File: src/rtl/ysyx_23060236_clint_mt.sv
// ---------------------------------------------------------------------------
// ysyx_23060236_clint_mt
//
// Multi-hart core-local interruptor on an AXI4-Lite slave port.
// Holds a free-running 64-bit mtime with a programmable prescaler, one
// 64-bit mtimecmp and one msip bit per hart, and drives per-hart timer
// (mtip) and software (msip) interrupt levels.
//
// Register map (addr[15:0], upper address bits ignored, word aligned):
//   0x0000 + 4*h        msip[h]          (bit 0 only)
//   0x4000 + 8*h        mtimecmp[h] low word
//   0x4004 + 8*h        mtimecmp[h] high word
//   0xBFF8 / 0xBFFC     mtime low / high word
// Unmapped addresses and harts >= NHART answer SLVERR (rdata 0) and a write
// to them changes nothing.
//
// Parameters:
//   NHART  number of harts served (1..4)
//   DIV    clock cycles per mtime increment (1..256)
//
// Configuration macro:
//   YSYX_23060236_CLINT_MTIME_WR_EN  when defined mtime is writable from the
//   bus (write beats the same-cycle increment and clears the prescaler);
//   when undefined mtime writes answer SLVERR and leave mtime untouched.
//
// Ports:
//   clock                  sole clock, rising edge
//   reset                  asynchronous, active-low
//   araddr/arvalid/arready read address channel
//   rdata/rresp/rvalid/rready read data channel
//   awaddr/awvalid/awready, wdata/wstrb/wvalid/wready  write channels
//   bresp/bvalid/bready    write response channel
//   mtip[NHART-1:0]        timer interrupt levels (registered compare)
//   msip[NHART-1:0]        software interrupt levels
// ---------------------------------------------------------------------------
module ysyx_23060236_clint_mt #(
  parameter int NHART = 1,
  parameter int DIV   = 1
) (
  input  logic              clock,
  input  logic              reset,
  input  logic [31:0]       araddr,
  input  logic              arvalid,
  output logic              arready,
  output logic [31:0]       rdata,
  output logic [1:0]        rresp,
  output logic              rvalid,
  input  logic              rready,
  input  logic [31:0]       awaddr,
  input  logic              awvalid,
  output logic              awready,
  input  logic [31:0]       wdata,
  input  logic [3:0]        wstrb,
  input  logic              wvalid,
  output logic              wready,
  output logic [1:0]        bresp,
  output logic              bvalid,
  input  logic              bready,
  output logic [NHART-1:0]  mtip,
  output logic [NHART-1:0]  msip
);

  typedef enum logic {R_IDLE, R_RESP} r_state_t;
  typedef enum logic {W_IDLE, W_RESP} w_state_t;

  typedef enum logic [1:0] {
    REG_NONE,
    REG_MSIP,
    REG_MTIMECMP,
    REG_MTIME
  } reg_kind_t;

  typedef struct packed {
    reg_kind_t  kind;
    logic [1:0] hart;
    logic       hi;
  } reg_sel_t;

  localparam logic [7:0] DIV_LAST    = 8'(DIV - 1);
  localparam logic [2:0] HART_LIMIT  = 3'(NHART);
  localparam logic [1:0] RESP_OKAY   = 2'b00;
  localparam logic [1:0] RESP_SLVERR = 2'b10;

  // Address decode shared by both channels. Harts beyond NHART decode to
  // REG_NONE so they fall into the SLVERR path automatically.
  function automatic reg_sel_t decode(input logic [15:0] addr);
    reg_sel_t sel;
    sel.kind = REG_NONE;
    sel.hart = 2'd0;
    sel.hi   = 1'b0;
    if (addr[1:0] == 2'b00) begin
      if (addr[15:4] == 12'h000) begin
        sel.hart = addr[3:2];
        if ({1'b0, addr[3:2]} < HART_LIMIT) sel.kind = REG_MSIP;
      end else if (addr[15:5] == 11'h200) begin
        sel.hart = addr[4:3];
        sel.hi   = addr[2];
        if ({1'b0, addr[4:3]} < HART_LIMIT) sel.kind = REG_MTIMECMP;
      end else if (addr[15:3] == 13'h17FF) begin
        sel.kind = REG_MTIME;
        sel.hi   = addr[2];
      end
    end
    return sel;
  endfunction

  function automatic logic [31:0] merge_bytes(input logic [31:0] old_word,
                                              input logic [31:0] new_word,
                                              input logic [3:0]  strb);
    logic [31:0] res;
    for (int b = 0; b < 4; b++) begin
      res[8*b +: 8] = strb[b] ? new_word[8*b +: 8] : old_word[8*b +: 8];
    end
    return res;
  endfunction

  r_state_t          r_state_reg, r_state_next;
  w_state_t          w_state_reg, w_state_next;
  logic [63:0]       mtime_reg, mtime_next;
  logic [7:0]        presc_reg, presc_next;
  logic [63:0]       mtimecmp_reg  [NHART];
  logic [63:0]       mtimecmp_next [NHART];
  logic [NHART-1:0]  msip_reg, msip_next;
  logic [NHART-1:0]  mtip_reg, mtip_hit;
  logic [31:0]       rdata_reg;
  logic [1:0]        rresp_reg, bresp_reg;

  reg_sel_t          rd_sel, wr_sel;
  logic [31:0]       rd_word;
  logic              rd_ok, wr_ok;
  logic              rd_fire, wr_fire;

  // Only addr[15:0] takes part in decoding.
  logic unused_addr_bits;
  assign unused_addr_bits = ^{araddr[31:16], awaddr[31:16]};

  assign rd_fire = (r_state_reg == R_IDLE) && arvalid;
  assign wr_fire = (w_state_reg == W_IDLE) && awvalid && wvalid;

  // ---------------- read path ----------------
  // rd_word reflects register contents before this cycle's write, so a
  // read colliding with a write to the same register returns the old value.
  always_comb begin
    rd_sel  = decode(araddr[15:0]);
    rd_word = '0;
    rd_ok   = 1'b1;
    case (rd_sel.kind)
      REG_MSIP: begin
        for (int h = 0; h < NHART; h++) begin
          if (rd_sel.hart == 2'(h)) rd_word = {31'd0, msip_reg[h]};
        end
      end
      REG_MTIMECMP: begin
        for (int h = 0; h < NHART; h++) begin
          if (rd_sel.hart == 2'(h)) begin
            rd_word = rd_sel.hi ? mtimecmp_reg[h][63:32] : mtimecmp_reg[h][31:0];
          end
        end
      end
      REG_MTIME: rd_word = rd_sel.hi ? mtime_reg[63:32] : mtime_reg[31:0];
      default:   rd_ok = 1'b0;
    endcase
  end

  always_comb begin
    r_state_next = r_state_reg;
    case (r_state_reg)
      R_IDLE:  if (arvalid) r_state_next = R_RESP;
      R_RESP:  if (rready)  r_state_next = R_IDLE;
      default: r_state_next = R_IDLE;
    endcase
  end

  // ---------------- write path ----------------
  always_comb begin
    wr_sel = decode(awaddr[15:0]);
    wr_ok  = 1'b0;
    case (wr_sel.kind)
      REG_MSIP:     wr_ok = 1'b1;
      REG_MTIMECMP: wr_ok = 1'b1;
`ifdef YSYX_23060236_CLINT_MTIME_WR_EN
      REG_MTIME:    wr_ok = 1'b1;
`endif
      default:      wr_ok = 1'b0;
    endcase
  end

  always_comb begin
    w_state_next = w_state_reg;
    case (w_state_reg)
      W_IDLE:  if (awvalid && wvalid) w_state_next = W_RESP;
      W_RESP:  if (bready)            w_state_next = W_IDLE;
      default: w_state_next = W_IDLE;
    endcase
  end

  // ---------------- register next-state ----------------
  always_comb begin
    msip_next = msip_reg;
    for (int h = 0; h < NHART; h++) mtimecmp_next[h] = mtimecmp_reg[h];
    mtime_next = mtime_reg;
    presc_next = presc_reg;

    if (presc_reg == DIV_LAST) begin
      mtime_next = mtime_reg + 64'd1;
      presc_next = 8'd0;
    end else begin
      presc_next = presc_reg + 8'd1;
    end

    if (wr_fire && wr_ok) begin
      case (wr_sel.kind)
        REG_MSIP: begin
          for (int h = 0; h < NHART; h++) begin
            if (wr_sel.hart == 2'(h) && wstrb[0]) msip_next[h] = wdata[0];
          end
        end
        REG_MTIMECMP: begin
          for (int h = 0; h < NHART; h++) begin
            if (wr_sel.hart == 2'(h)) begin
              if (wr_sel.hi)
                mtimecmp_next[h][63:32] = merge_bytes(mtimecmp_reg[h][63:32], wdata, wstrb);
              else
                mtimecmp_next[h][31:0] = merge_bytes(mtimecmp_reg[h][31:0], wdata, wstrb);
            end
          end
        end
`ifdef YSYX_23060236_CLINT_MTIME_WR_EN
        REG_MTIME: begin
          // The written value replaces the increment entirely; the untouched
          // half keeps its pre-increment value and the prescaler restarts.
          if (wr_sel.hi)
            mtime_next = {merge_bytes(mtime_reg[63:32], wdata, wstrb), mtime_reg[31:0]};
          else
            mtime_next = {mtime_reg[63:32], merge_bytes(mtime_reg[31:0], wdata, wstrb)};
          presc_next = 8'd0;
        end
`endif
        default: ;
      endcase
    end
  end

  for (genvar gi = 0; gi < NHART; gi++) begin : g_hart
    assign mtip_hit[gi] = (mtime_reg >= mtimecmp_reg[gi]);
  end

  // ---------------- state registers ----------------
  always_ff @(posedge clock or negedge reset) begin
    if (!reset) begin
      r_state_reg <= R_IDLE;
      w_state_reg <= W_IDLE;
      mtime_reg   <= '0;
      presc_reg   <= '0;
      for (int h = 0; h < NHART; h++) mtimecmp_reg[h] <= '1;
      msip_reg    <= '0;
      mtip_reg    <= '0;
      rdata_reg   <= '0;
      rresp_reg   <= RESP_OKAY;
      bresp_reg   <= RESP_OKAY;
    end else begin
      r_state_reg <= r_state_next;
      w_state_reg <= w_state_next;
      mtime_reg   <= mtime_next;
      presc_reg   <= presc_next;
      for (int h = 0; h < NHART; h++) mtimecmp_reg[h] <= mtimecmp_next[h];
      msip_reg    <= msip_next;
      mtip_reg    <= mtip_hit;
      if (rd_fire) begin
        rdata_reg <= rd_word;
        rresp_reg <= rd_ok ? RESP_OKAY : RESP_SLVERR;
      end
      if (wr_fire) begin
        bresp_reg <= wr_ok ? RESP_OKAY : RESP_SLVERR;
      end
    end
  end

  // ---------------- outputs ----------------
  assign arready = (r_state_reg == R_IDLE);
  assign rvalid  = (r_state_reg == R_RESP);
  assign rdata   = rdata_reg;
  assign rresp   = rresp_reg;
  assign awready = wr_fire;
  assign wready  = wr_fire;
  assign bvalid  = (w_state_reg == W_RESP);
  assign bresp   = bresp_reg;
  assign mtip    = mtip_reg;
  assign msip    = msip_reg;

endmodule
File: config.mk
export PLATFORM = sky130hd
export DESIGN_NAME = ysyx_23060236_clint_mt
export DESIGN_NICKNAME = d
export VERILOG_FILES = /design/src/rtl/ysyx_23060236_clint_mt.sv
export SDC_FILE = /design/constraint.sdc
export NUM_CORES = 1
export LEC_CHECK = 0
export CAP_MARGIN = 5
export CORE_MARGIN = 2
export CORE_UTILIZATION = 55
export DETAILED_ROUTE_END_ITERATION = 10
export PLACE_DENSITY = 0.83
export REMOVE_ABC_BUFFERS = 1
export SLEW_MARGIN = 25
export SYNTH_ARGS = -nofsm -noshare
export SYNTH_HDL_FRONTEND = slang
export SYNTH_SLANG_ARGS = --single-unit
File: constraint.sdc
create_clock -name clock -period 2.9 [get_ports clock]
set_input_delay 0.58 -clock clock [delete_from_list [all_inputs] [get_ports clock]]
set_output_delay 0.58 -clock clock [all_outputs]
set_load 0.01 [all_outputs]
==> results of run 1 <==
[layout make-up]
type / instances / area, um^2
inverters: 78 / 293
clock inverters: 13 / 186
fillers: 1271 / 5040
repair buffers: 172 / 1680
multi-input cells: 663 / 5060
well taps: 225 / 282
flip-flops and latches: 174 / 4430
clock buffers: 19 / 443
[repair_timing]
action                     4_1_cts  5_1_grt
cloned                           2        0
pin swaps                        9       11
gates resized for setup         33       21
buffers inserted                10        1
setup endpoints to repair       65       65
[routing by layer]
metal | track usage | vias to the layer above | wire [um]
li1 | - | 3698 | -
met3 | 0.0537 | 42 | 1190
met1 | 0.361 | 3906 | 10900
met4 | 0.0890 | 0 | 509
met5 | 0 | - | 0
met2 | 0.461 | 235 | 12000
[power groups by stage]
stage / Combinational, mW / Clock [mW] / Sequential, mW
CTS: 0.264 / 2.48 / 2.45
floorplan: 0.0361 / 0 / 2.49
detailed placement: 0.262 / 0 / 2.49
global placement: 0.259 / 0 / 2.49
finish: 0.266 / 2.46 / 2.45
global route: 0.291 / 2.60 / 2.45
[kinds of logic (layout without fill, tap and decap cells)]
family,Yosys count,after routing,share of synthesized area
AND/OR/NAND/NOR,295,295,0.159
flip-flops,174,174,0.451
AO/OA/AOI/OAI,128,128,0.0875
buffers and inverters,105,282,0.0462
multiplexers,100,100,0.106
adder cells (fa/ha/maj),69,69,0.0878
XOR/XNOR,69,69,0.0622
other,1,2,0.000381
[path summary, 6_finish.rpt]
check / endpoint / cells past startpoint / from
setup / recovery: mtimecmp_reg[58] / 12 / awaddr[14]
hold / removal: rdata[0] / 1 / reset
setup reg to reg: mtime_reg[55] / 8 / presc_reg[0]
hold reg to reg: rdata[26] / 2 / rdata[26]
min in group clock: rdata[26] / 2 / rdata[26]
max in group asynchronous: mtimecmp_reg[49] / 2 / reset
[layout by cell type (no fill, tap or decap), drive strengths merged, types with 5 or more instances in the layout]
cell           netlist  final
a21o                14     14
a21oi               17     17
and2                 7      7
and3                14     14
and4                13     13
buf                 10     57
clkbuf              17     24
clkdlybuf4s50        0    101
clkinv               0      5
dfrtp              110    110
dfstp               64     64
ha                  69     69
inv                 78     81
mux2                36     36
mux2i               64     64
nand2              103    103
nand3               38     38
nand4               32     32
nor2                39     39
nor3                15     15
nor4                11     11
o21ai               44     44
o221ai              33     33
xnor2               48     48
xor2                21     21
==> flow_summary.json, run 1 <==
{
  "dpl.hpwl_um": 17200,
  "async_flop_share": 1.00,
  "p_switching_mw": 1.12,
  "gr-total-overflow": 0,
  "cts_tree": "yes",
  "avgSynthCellArea_um2": 10.5,
  "drc": 0,
  "post-route-cell-area_mm2": 0.0124,
  "drv_cap": 0,
  "track_usage": 0.275,
  "port_buffers": 115,
  "period_needed_ns": 2.82,
  "cp_max_fo": 8,
  "clock_path_buffers": 2,
  "p_int_mw": 4.05,
  "slowest_stage": "or4_4",
  "place_inst": 1299,
  "fin_hold_ws_ns": 0.159,
  "instances_no_fill": 1344,
  "fp.coreArea_mm2": 0.0174,
  "initialDrtViolationCount": 425,
  "tns_ns": 0,
  "drive_above_1_share": 0.198,
  "grt_pass1_vias": 8213,
  "grt_pass1_wl_um": 40600,
  "max_freq_ghz": 0.354,
  "cp.required_ns": 3.26,
  "outcome": "finished clean",
  "die_area_mm2": 0.0190,
  "power.leakage_nw": 5.72,
  "num_antenna_cells": 0,
  "max_slew_margin": 0.541,
  "ir_drop_v": 0.000462,
  "clock_sinks": 174,
  "drt.antenna.violating_nets": 0,
  "grt_max_degree": 71,
  "p_per_area_mw_per_mm2": 417,
  "critPathMaxStageDelay_ns": 0.57,
  "wl_per_cell_um": 18.3,
  "rows": 48,
  "synth-main-ff-cell": "dfrtp_1",
  "synth_edf_count": 0,
  "root_buffer": "clkbuf_16",
  "synth_area_leaders": "dfrtp_1, dfstp_2, ha_1, mux2i_1, xnor2_1",
  "final_util": 0.711,
  "r2r_slack_ns": 0.28,
  "power_frac_clock": 0.475,
  "rsz0062_at_grt": "yes",
  "dr.pass1.iters": 5,
  "clk_latency_ns": 0.43,
  "synth_seq_cells": 174,
  "die_w_um": 138,
  "place_area_mm2": 0.0116,
  "switching_share": 0.216,
  "ys_types": 54,
  "fin_skew_ns": 0.00738,
  "synth_common_cells": "dfrtp_1, nand2_1, inv_1",
  "nets": 1282,
  "worst_slack_ns": 0.0769,
  "synth_top_area_share": 0.280,
  "final-max-slew-violation-count": 0,
  "power.total_mw": 5.17,
  "clk_pin_slew_ns": 0.07,
  "yosysWarnings": 0,
  "power_frac_comb": 0.051,
  "hold_viol": 0,
  "crit_path_cell_trace": "dlygate4sd2_1 > nand4b_1 > or4_4 > o31ai_2 > nand3_1 > ha_1 > nor2_1 > o21ai_1 > nand2b_4 > nor2_4 > buf_12 > mux2_2",
  "netlist_area_mm2": 0.00984,
  "dp_worst_setup_slack_ns": -0.848,
  "crit_type": "primary input to register",
  "wirelength_um": 24600,
  "antenna_found_initial": 0,
  "ctsHoldBuffers": 0,
  "seqPwrFrac": 0.473,
  "post-route-period-util": 0.973,
  "numCtsBuffers": 17,
  "worst_slew_pin_slew_ns": 0.689,
  "vias": 7881,
  "gp_congestion": 0.884,
  "io_pins": 150,
  "end_kind": "register",
  "initial_core_util": 0.565,
  "syn_inst": 941,
  "crit_arrival_ns": 3.18,
  "cts_max_level": 4,
  "hp-class": "primary input to asynchronous set/reset pin",
  "crit_family": "simple AND/OR/NAND/NOR gates",
  "synth.most_common_cell": "dfrtp_1",
  "cp-start-kind": "primary input",
  "finalSetupViolCount": 0,
  "ys_seq_area_frac": 0.451,
  "cp.buffers_inverters": 2,
  "syn_to_final_growth_pct": 25.9,
  "viasPerCell": 5.86,
  "yosys.area.top_type": "dfrtp_1",
  "fp.dieH_um": 138
}
(Power assumes the default switching activity.)
==> run 2: changes to the inputs <==
Settings changed: CORE_MARGIN 2 to not set.
Clock period 2.9 ns to 2.7 ns, I/O delays scaled along.
==> flow_summary.json, run 2 (synthesis results as in run 1) <==
{
  "final_cell_mix": "dfrtp_1, clkdlybuf4s50_1, nand2_1, inv_1, ha_1",
  "worst_slew_pin_slew_ns": 0.601,
  "regToRegEndpoint": "mtip",
  "vias": 8082,
  "worst_slack_ns": -0.000296,
  "p_per_area_mw_per_mm2": 427,
  "rows": 48,
  "wirelength_um": 27100,
  "drt.antenna.violating_nets": 0,
  "r2r_slack_ns": 0.03,
  "period_needed_ns": 2.70,
  "grt_pass1_wl_um": 41100,
  "port_buffers": 115,
  "fillCellCount": 1113,
  "fp.dieH_um": 136,
  "track_usage": 0.290,
  "grt_pass1_vias": 8172,
  "num_antenna_cells": 0,
  "dp_worst_setup_slack_ns": -0.941,
  "r2r_start": "mtimecmp_reg[45]",
  "fin_skew_ns": 0.00874,
  "ir_drop_v": 0.000488,
  "clk_pin_slew_ns": 0.07,
  "clock_sinks": 174,
  "fp.coreArea_mm2": 0.0174,
  "crit_type": "primary input to register",
  "final-max-slew-violation-count": 0,
  "cts_tree": "yes",
  "dr.pass1.iters": 7,
  "cp-start-kind": "primary input",
  "power.leakage_nw": 5.92,
  "drc": 0,
  "wl_per_cell_um": 19.7,
  "hp-class": "primary input to asynchronous set/reset pin",
  "antenna_found_initial": 0,
  "clock_path_buffers": 2,
  "crit_arrival_ns": 3.07,
  "io_pins": 150,
  "finalSetupViolCount": 1,
  "syn_to_final_growth_pct": 31.2,
  "post-route-period-util": 1.00,
  "numCtsBuffers": 17,
  "grt_max_degree": 63,
  "initialDrtViolationCount": 509,
  "die_w_um": 136,
  "max_freq_ghz": 0.370,
  "layout_commonest_cell": "dfrtp_1",
  "viasPerCell": 5.89,
  "clk_latency_ns": 0.44,
  "root_buffer": "clkbuf_16",
  "die_area_mm2": 0.0184,
  "dpl.hpwl_um": 17400,
  "outcome": "finished, violations left",
  "rsz0062_at_grt": "yes",
  "cp_max_fo": 8,
  "gr-total-overflow": 0,
  "drv_cap": 0,
  "cp.required_ns": 3.06,
  "violations": "setup timing",
  "cts_max_level": 4,
  "max_slew_margin": 0.599,
  "hold_viol": 0,
  "drive_above_1_share": 0.251,
  "end_kind": "register",
  "initial_core_util": 0.567,
  "gp_congestion": 0.853,
  "seq_area_mm2": 0.00443,
  "nets": 1312,
  "multi_input_area_mm2": 0.00530,
  "reg2regPathDepth": 8,
  "fin_hold_ws_ns": 0.0910
}
## run 2: cell count changes in the layout (fill, tap and decap cells not counted), moves of 4 or more
cell,before,now
buf_8,0,4
mux2i_2,0,5
buf_6,5,9
mux2i_1,64,59
nand2_1,103,90
o21ai_2,0,9
clkbuf_1,1,5
buf_4,44,65
o21ai_1,2,8
o21ai_0,42,27
mux2_2,36,7
mux2_4,0,29
nand2_2,0,13
dlymetal6s2s_1,4,0
## run 2: how the worst max path moves through the flow
stage | startpoint | end | slack, ns | depth (start not counted)
after floorplan | araddr[11] | rdata[30] | -1.58 | 6
after global placement | awaddr[11] | mtimecmp_reg[55] | -0.87 | 13
after detailed placement | awaddr[5] | mtimecmp_reg[56] | -0.94 | 13
after CTS | awaddr[13] | mtimecmp_reg[38] | 0.008 | 13
after global routing | awaddr[13] | mtimecmp_reg[47] | -0.13 | 18
final | awaddr[13] | mtimecmp_reg[33] | -0.0003 | 18
## run 2: per-layer routing
layer / GRT usage / vias to the layer above / wire length (um)
met3: 0.0557 / 51 / 1500
li1: - / 3744 / -
met1: 0.377 / 4010 / 11700
met5: 0 / - / 0
met2: 0.481 / 277 / 13200
met4: 0.107 / 0 / 681
## run 2: cell type report
cell class	instances	share of cell area
Clock buffer	23	0.0355
Clock inverter	8	0.0111
Inverter	78	0.0227
Multi-Input combinational cell	663	0.411
Sequential cell	174	0.344
Tap cell	225	0.0218
Timing Repair Buffer	202	0.154
## run 2: per-stage QoR
stage,util,instances,setup TNS [ns],power (mW),instance area (um^2)
finish,0.744,1373,-0.000296,5.51,12900
global route,0.744,1373,-4.16,5.65,12900
CTS,0.723,1364,0,5.50,12600
floorplan,-,915,-83.83,2.72,9680
detailed placement,0.670,1311,-65.92,2.96,11600
global placement,0.670,1311,-59.57,2.96,11600
## run 2: report_power, final
part	switching [mW]	internal, mW
registers	0.00551	2.62
clock network	1.00	1.56
logic	0.154	0.156
total	1.16	4.34
## run 2: critical path, cell delays in order
cell	delay (ns)
clkbuf_2	0.11
nor4_4	0.28
buf_4	0.16
buf_4	0.10
buf_4	0.10
buf_4	0.09
buf_4	0.09
buf_4	0.09
buf_4	0.09
buf_4	0.10
buf_4	0.10
buf_4	0.10
nand4_1	0.10
a21oi_2	0.24
nand2b_4	0.14
nor2_4	0.15
buf_8	0.17
mux2_4	0.31
## run 2: what timing repair did
| item | in CTS | in global routing |
|---|---|---|
| gates resized for setup | 77 | 93 |
| buffers inserted | 21 | 7 |
| gates cloned | 1 | 4 |
| hold buffers | 0 | 0 |
| pin swaps | 18 | 20 |
| hold endpoints to repair | 0 | 0 |
| setup endpoints to repair | 69 | 95 |
